File: config.mk
export PLATFORM = sky130hd
export DESIGN_NAME = ram_dp_param
export DESIGN_NICKNAME = d
export VERILOG_FILES = /design/src/rtl/ram_dp_param.sv
export SDC_FILE = /design/constraint.sdc
export NUM_CORES = 1
export LEC_CHECK = 0
export ABC_CLOCK_PERIOD_IN_PS = 3800
export CORE_MARGIN = 1
export CORE_UTILIZATION = 60
export DETAILED_ROUTE_END_ITERATION = 8
export HOLD_SLACK_MARGIN = 0.1
export PLACE_DENSITY = 0.85
export RECOVER_POWER = 100
export SKIP_LAST_GASP = 1
export SYNTH_ARGS = -nofsm -noshare
export SYNTH_HDL_FRONTEND = slang
export SYNTH_SLANG_ARGS = --single-unit
File: constraint.sdc
create_clock -name i_clk -period 3.8 [get_ports i_clk]
set_input_delay 1.14 -clock i_clk [delete_from_list [all_inputs] [get_ports i_clk]]
set_output_delay 1.14 -clock i_clk [all_outputs]
set_load 0.01 [all_outputs]
File: src/rtl/ram_dp_param.sv
// Simple dual-port RAM with per-byte write enables, selectable read-during-write,
// optional output register and a clear sweep that runs after reset or on request.
// state   | meaning
// S_CLEAR | sweeping CLR_VAL into every word, user requests ignored
// S_IDLE  | accepting one write and one read per cycle
module ram_dp_param #(
  parameter int unsigned       DATA_W  = 8,
  parameter int unsigned       ADDR_W  = 5,
  parameter int unsigned       DEPTH   = 32,
  parameter bit                RDW_NEW = 1'b0,
  parameter bit                OUT_REG = 1'b0,
  parameter logic [DATA_W-1:0] CLR_VAL = '0
) (
  input  logic                i_clk,
  input  logic                i_rst_n,
  input  logic                i_clr,
  output logic                o_busy,
  input  logic                i_write,
  input  logic [ADDR_W-1:0]   i_addr_wr,
  input  logic [DATA_W/8-1:0] i_be,
  input  logic [DATA_W-1:0]   i_data,
  input  logic                i_read,
  input  logic [ADDR_W-1:0]   i_addr_r,
  output logic [DATA_W-1:0]   o_data,
  output logic                o_valid
);

  localparam int              NB      = DATA_W / 8;
  localparam logic [ADDR_W-1:0] LAST  = ADDR_W'(DEPTH - 1);
  localparam logic [ADDR_W:0]   DEPTH_X = (ADDR_W + 1)'(DEPTH);

  typedef enum logic {S_CLEAR, S_IDLE} state_t;

  state_t            state_q, state_d;
  logic [ADDR_W-1:0] ptr_q, ptr_d;
  logic              clr_we, acc;
  logic              wr_hit, rd_acc, rd_in;
  logic [DATA_W-1:0] rd_word;
  logic [DATA_W-1:0] rd_data_q;
  logic              rd_valid_q;
  logic [DATA_W-1:0] mem [DEPTH];

  always_comb begin
    state_d = state_q;
    ptr_d   = ptr_q;
    clr_we  = 1'b0;
    acc     = 1'b0;
    case (state_q)
      S_CLEAR: begin
        clr_we = 1'b1;
        ptr_d  = ptr_q + 1'b1;
        if (ptr_q == LAST) begin
          state_d = S_IDLE;
          ptr_d   = '0;
        end
      end
      S_IDLE: begin
        if (i_clr) begin
          state_d = S_CLEAR;
          ptr_d   = '0;
        end else begin
          acc = 1'b1;
        end
      end
      default: begin
        state_d = S_CLEAR;
        ptr_d   = '0;
      end
    endcase
  end

  assign wr_hit = acc & i_write & ({1'b0, i_addr_wr} < DEPTH_X);
  assign rd_acc = acc & i_read;
  assign rd_in  = ({1'b0, i_addr_r} < DEPTH_X);

  // Out-of-range reads return zero; same-address new-data lanes bypass the array.
  always_comb begin
    rd_word = '0;
    if (rd_in) rd_word = mem[i_addr_r];
    if (RDW_NEW && wr_hit && (i_addr_wr == i_addr_r)) begin
      for (int k = 0; k < NB; k++) begin
        if (i_be[k]) rd_word[8*k +: 8] = i_data[8*k +: 8];
      end
    end
  end

  always_ff @(posedge i_clk) begin
    if (i_rst_n) begin
      if (clr_we) begin
        mem[ptr_q] <= CLR_VAL;
      end else if (wr_hit) begin
        for (int k = 0; k < NB; k++) begin
          if (i_be[k]) mem[i_addr_wr][8*k +: 8] <= i_data[8*k +: 8];
        end
      end
    end
  end

  always_ff @(posedge i_clk) begin
    if (!i_rst_n) begin
      state_q    <= S_CLEAR;
      ptr_q      <= '0;
      rd_valid_q <= 1'b0;
      rd_data_q  <= '0;
    end else begin
      state_q    <= state_d;
      ptr_q      <= ptr_d;
      rd_valid_q <= rd_acc;
      if (rd_acc) rd_data_q <= rd_word;
    end
  end

  generate
    if (OUT_REG) begin : g_out_reg
      logic [DATA_W-1:0] out_data_q;
      logic              out_valid_q;
      always_ff @(posedge i_clk) begin
        if (!i_rst_n) begin
          out_valid_q <= 1'b0;
          out_data_q  <= '0;
        end else begin
          out_valid_q <= rd_valid_q;
          if (rd_valid_q) out_data_q <= rd_data_q;
        end
      end
      assign o_data  = out_data_q;
      assign o_valid = out_valid_q;
    end else begin : g_no_out_reg
      assign o_data  = rd_data_q;
      assign o_valid = rd_valid_q;
    end
  endgenerate

  assign o_busy = (state_q == S_CLEAR);

endmodule
==> results of run 1 <==
[state kept, by name, indices dropped and copies added (netlist names)]
signal   count
mem        256
o_data       8
ptr_q        5
o_valid      1
state_q      1
[Yosys cell counts (2+ instances only)]
library cell  number
edfxtp_1         256
mux2i_1          129
a22oi_1           65
a21oi_1           44
nor2_1            23
clkbuf_1          21
dfxtp_1           15
nor3_1            15
and2_1            11
o21ai_0           11
buf_4              9
or4_1              9
a31oi_1            5
and3_1             5
buf_6              5
inv_1              5
nand2_1            5
nand2b_1           5
nor2b_1            3
a21boi_0           2
buf_2              2
ha_1               2
nand3b_1           2
nor4_1             2
o22a_1             2
or2_2              2
[stage by stage]
step / instances / total power [mW] / hold WS [ns] / TNS (ns) / util
floorplan: 666 / 3.474 / 0.5065 / 0 / -
CTS: 994 / 5.998 / 0.5477 / 0 / 0.7198
finish: 994 / 5.989 / 0.5397 / 0 / 0.7130
detailed placement: 946 / 3.577 / 0.5293 / -0.3387 / 0.6731
global route: 994 / 6.122 / 0.5627 / 0 / 0.7130
global placement: 946 / 3.569 / 0.5290 / 0 / 0.6731
[metal layers]
metal | share of wire | GRT usage
met1 | 0.38 | 0.3732
met3 | 0.10 | 0.04778
met2 | 0.49 | 0.4444
met5 | 0 | 0
met4 | 0.032 | 0.1031
[worst reg2reg max path, stage by stage (launching register included)]
cell	delay [ns]
dfxtp_1	0.42
and2b_1	0.16
and4_1	0.34
clkbuf_1	0.17
mux2_1	0.40
o22a_1	0.23
nor2_1	0.10
clkbuf_1	0.46
[power breakdown]
part	internal (mW)	switching, mW
clock network	1.43	1.04
logic	0.114	0.162
registers	3.24	0.00817
[cell families (layout without fill, tap and decap cells)]
group,count (synthesis),in the layout
flops,271,271
simple gates,88,88
fa+ha+maj,2,2
buf+inv,43,146
compound gates,132,132
mux,130,130
[final cells by class]
class,count,share of cell area
well taps,225,0.02252
clock buffers,32,0.05554
repair buffers,93,0.05814
clock inverters,16,0.01001
flip-flops and latches,271,0.6388
multi-input cells,352,0.2135
inverters,5,0.001501
[worst max-delay path by stage]
stage               start    endpoint  slack (ns)
detailed placement  i_clr  mem[15][4]       -0.04
CTS                 i_clr  mem[15][0]        0.52
finish              i_clr   mem[5][5]        0.30
global route        i_clr  mem[27][5]        0.18
global placement    i_clr  mem[15][0]        0.11
floorplan           i_clr  mem[31][0]        0.65
==> results_dict.tcl, run 1 <==
set metrics [dict create \
    cts.sinks 271 \
    die_x_um 136.7 \
    synth_edf_count 256 \
    grt_setup_unrepaired "false" \
    fin_crit_sh 0.9206 \
    routed_wl_mm 24.37 \
    first_pass_iters 5 \
    syn_area_um2 10890 \
    regArea_um2 7988 \
    core_um2 17540 \
    final_cell_mix "edfxtp_1, mux2i_1, a22oi_1" \
    synth_top_family_by_area "multiplexers" \
    h-tree-depth 1 \
    post-cts-setup-buffers 0 \
    synth_top_area_cell "edfxtp_1" \
    crit_family "buffers and inverters" \
    cp.required_ns 3.96 \
    r2r_cells 7 \
    clkLatencyLatePin_ns 0.53 \
    synthAdderAreaFrac 0.002299 \
    async_flop_share 0 \
    grt-ovfl-total 0 \
    worstPathCellList "dlygate4sd3_1 -> and2b_1 -> and4_1 -> clkbuf_1 -> mux2_1 -> o22a_1 -> nor2_1 -> clkbuf_1" \
    skew_ns 0.01103 \
    dp_hpwl_mm 15.18 \
    layout-drive-gt1-share 0.1027 \
    crit_buf_inv 3 \
    synth_area_leaders "edfxtp_1, mux2i_1, a22oi_1" \
    reg2reg_to "mem[5][5]" \
    grt_pass1_vias 6457 \
    worstPathArrival_ns 3.66 \
    syn_nets 692 \
    min_path_cells 2 \
    post_cts_resized 0 \
    place.gp.congestion 0.9681 \
    synth-compound-area-share 0.07850 \
    slew_violations 0 \
    p_per_area_nw_per_um2 479.0 \
    syn_inst 666 \
    dieArea_um2 18690 \
    synth_top_area_frac 0.7061 \
    status "completed" \
    min_from "o_data[3]" \
    synth-xor-area-share 0 \
    seq_area_frac_synth 0.7337 \
    antenna_found_initial 0 \
    hold_viol 0 \
    crit_path_end_kind "flip-flop" \
    layout_commonest_cell "edfxtp_1" \
    cts_tree "yes" \
    numCtsBuffers 26 \
    ios 34 \
    post_drt_wl_per_cell_um 24.51 \
    via_per_inst 6.498 \
    hp-class "reg2reg" \
    antenna_left 0 \
    drcViolationCount 0 \
    reg2reg_slack_ns 1.14 \
    muxShareOfSynthArea 0.1196 \
    period_needed_ns 3.498 \
    ys_types 37 \
    syn_to_final_growth_pct 14.85 \
    place_ws_ns -0.04275 \
    critPathLaunchType "primary input" \
    tightest_slew_ns 1.244 \
    setup_viol 0 \
    synth_ff_type "edfxtp_1" \
    r2r-start "state_q" \
    multi_input_area_um2 2669 \
    p_leak_nw 4.947 \
    grtUsageTotal 0.2738 \
    cts_root_buf "clkbuf_16" \
    irDropWorstVdd_mv 0.5542 \
    clk_pin_slew_worst_paths_ns 0.06 \
    hold_end "o_data[3]" \
    grt_pass1_wl_mm 36.73 \
    cpMostUsedCell "clkbuf_1" \
    dpl_cell_area_um2 11800 \
    drv_cap 0 \
    synth_simple_gate_area_frac 0.04425 \
    dr.first_iter.drc_count 661 \
    hold_buffers 0 \
    synth.ff_latch_count 271 \
    slowest_delay_ns 0.59 \
    worst-path-max-fanout 8 \
    maxSlewHeadroom 0.1641 \
    fmax_mhz 285.8 \
    nNetsFinal 775 \
    syn_area_per_cell_um2 16.35 \
    diodes 0 \
    num_vias 6459 \
    setup_slack_ns 0.3016 \
    grt_max_degree 47 \
    row_count 48 \
    clock_path_buffers 3 \
    die_h_um 136.7 \
    num-fill-cells 1101 \
    yosysWarnings 0 \
    port_buffers 33 \
    initial_core_util 0.6208 \
    crit_type "in2reg" \
    cp_num_cells 8 \
    crit_path_top_delay_cell "dlygate4sd3_1" \
    final_area_um2 12500 \
]
Power figures use the tool's default switching activity.
==> run 2: changes to the inputs <==
- ABC_CLOCK_PERIOD_IN_PS: 3800 -> 3500
- SETUP_SLACK_MARGIN: default -> 0.2
- clock period: 3.8 -> 3.5 ns (I/O delays scaled with it)
==> run 2 against run 1 <==
Sequential share of layout area up 0.21 points. Clock-buffer cell count grew 7. First-iteration DRC count is 43% higher. Largest cell class unchanged. Highest routed layer unchanged.
==> results_dict.tcl, run 2 (synthesis results as in run 1) <==
set metrics [dict create \
    top_register "mem" \
    clk_pin_slew_worst_paths_ns 0.06 \
    p_leak_nw 4.915 \
    grtUsageTotal 0.2797 \
    row_count 48 \
    die_h_um 136.7 \
    cts.sinks 271 \
    crit_path_end_kind "flip-flop" \
    post-cts-setup-buffers 0 \
    die_x_um 136.7 \
    drv_cap 0 \
    fin_crit_sh 0.9517 \
    hp-class "reg2reg" \
    tightest_slew_ns 1.162 \
    grt_setup_unrepaired "false" \
    fin_setup_tns_ns 0 \
    drcViolationCount 0 \
    skew_ns 0.01833 \
    critPathLaunchType "primary input" \
    via_per_inst 6.618 \
    h-tree-depth 1 \
    core_um2 17540 \
    antenna_left 0 \
    numCtsBuffers 25 \
    final_util 0.7106 \
    post_drt_wl_per_cell_um 24.99 \
    crit_type "in2reg" \
    initial_core_util 0.6208 \
    largest_register_ffs 256 \
    irDropWorstVdd_mv 0.5399 \
    regArea_um2 7988 \
    post_cts_resized 0 \
    grt_max_degree 33 \
    layout_commonest_cell "edfxtp_1" \
    worst-path-max-fanout 8 \
    final_cell_mix "edfxtp_1, mux2i_1, a22oi_1" \
    layout-drive-gt1-share 0.1043 \
    slew_violations 0 \
    routed_wl_mm 24.79 \
    cp.required_ns 3.67 \
    worstPathArrival_ns 3.50 \
    place_ws_ns -0.1285 \
    syn_to_final_growth_pct 14.47 \
    nNetsFinal 775 \
    grt_pass1_vias 6549 \
    num-fill-cells 1075 \
    place.gp.congestion 0.9749 \
    final_area_um2 12460 \
    worstPathCellList "clkdlybuf4s50_1 -> and2b_1 -> clkbuf_1 -> nand4_1 -> o32a_1 -> nor3_1 -> clkbuf_1" \
    setup_slack_ns 0.1691 \
    diodes 0 \
    dr.first_iter.drc_count 942 \
    hold_buffers 0 \
    hold_viol 0 \
    antenna_found_initial 0 \
    p_per_area_nw_per_um2 511.2 \
    setup_viol 0 \
    port_buffers 33 \
    ios 34 \
    clkLatencyLatePin_ns 0.53 \
    dpl_cell_area_um2 11810 \
    grt_pass1_wl_mm 37.60 \
    fmax_mhz 300.2 \
    slowest_delay_ns 0.51 \
    cts_root_buf "clkbuf_16" \
    multi_input_area_um2 2674 \
    grt-ovfl-total 0 \
    clock_path_buffers 3 \
    num_vias 6565 \
    crit_path_top_delay_cell "o32a_1" \
    total_power_mw 6.370 \
    dp_hpwl_mm 15.18 \
    status "completed" \
    cpMostUsedCell "clkbuf_1" \
    dieArea_um2 18690 \
    first_pass_iters 6 \
    period_needed_ns 3.331 \
    maxSlewHeadroom 0.2190 \
    cts_tree "yes" \
]
-- run 2: cell types whose count changed in the layout (fill, tap and decap cells not counted), sizes merged --
cell,delta
buf,-8
bufinv,-2
clkbuf,+16
clkdlybuf4s50,+1
clkinv,-9
dlygate4sd3,-1
inv,+1
-- run 2: metal layers --
metal / track usage / share of wire
met1: 0.3869 / 0.38
met2: 0.4535 / 0.48
met3: 0.04185 / 0.10
met4: 0.1049 / 0.040
met5: 0 / 0
-- run 2: layout make-up --
class / instances / share of cell area
clock buffer: 39 / 0.05934
clock inverter: 6 / 0.002912
inverter: 5 / 0.001506
multi-input combinational: 352 / 0.2146
sequential: 271 / 0.6410
tap: 225 / 0.02259
timing repair buffer: 94 / 0.05813
-- run 2: stage by stage --
| step | hold slack, ns | instances |
|---|---|---|
| finish | 0.5764 | 992 |
| global route | 0.5876 | 992 |
| CTS | 0.5767 | 992 |
| detailed placement | 0.5459 | 947 |
| global placement | 0.5444 | 947 |
| floorplan | 0.5065 | 666 |
-- run 2: where the power goes --
group          total [mW]  internal, mW  switching [mW]
combinational       0.303         0.126           0.177
clock                2.55          1.45            1.09
sequential           3.52          3.51         0.00909
-- run 2: critical path, delay by kind of cell --
| family | cells | cell delay, ns |
|---|---|---|
| AOI/OAI and AO/OA | 1 | 0.51 |
| buffers and inverters | 3 | 1.09 |
| and+or+nand+nor | 3 | 0.84 |
-- run 2: worst paths after layout --
path / from / endpoint / slack [ns] / cells after the start
worst min-delay path: o_data[7] / o_data[7] / 0.58 / 2
worst min register to register: o_data[7] / o_data[7] / 0.58 / 2
worst max register to register: state_q / mem[28][0] / 0.73 / 6
worst max-delay path: i_clr / mem[28][0] / 0.17 / 7
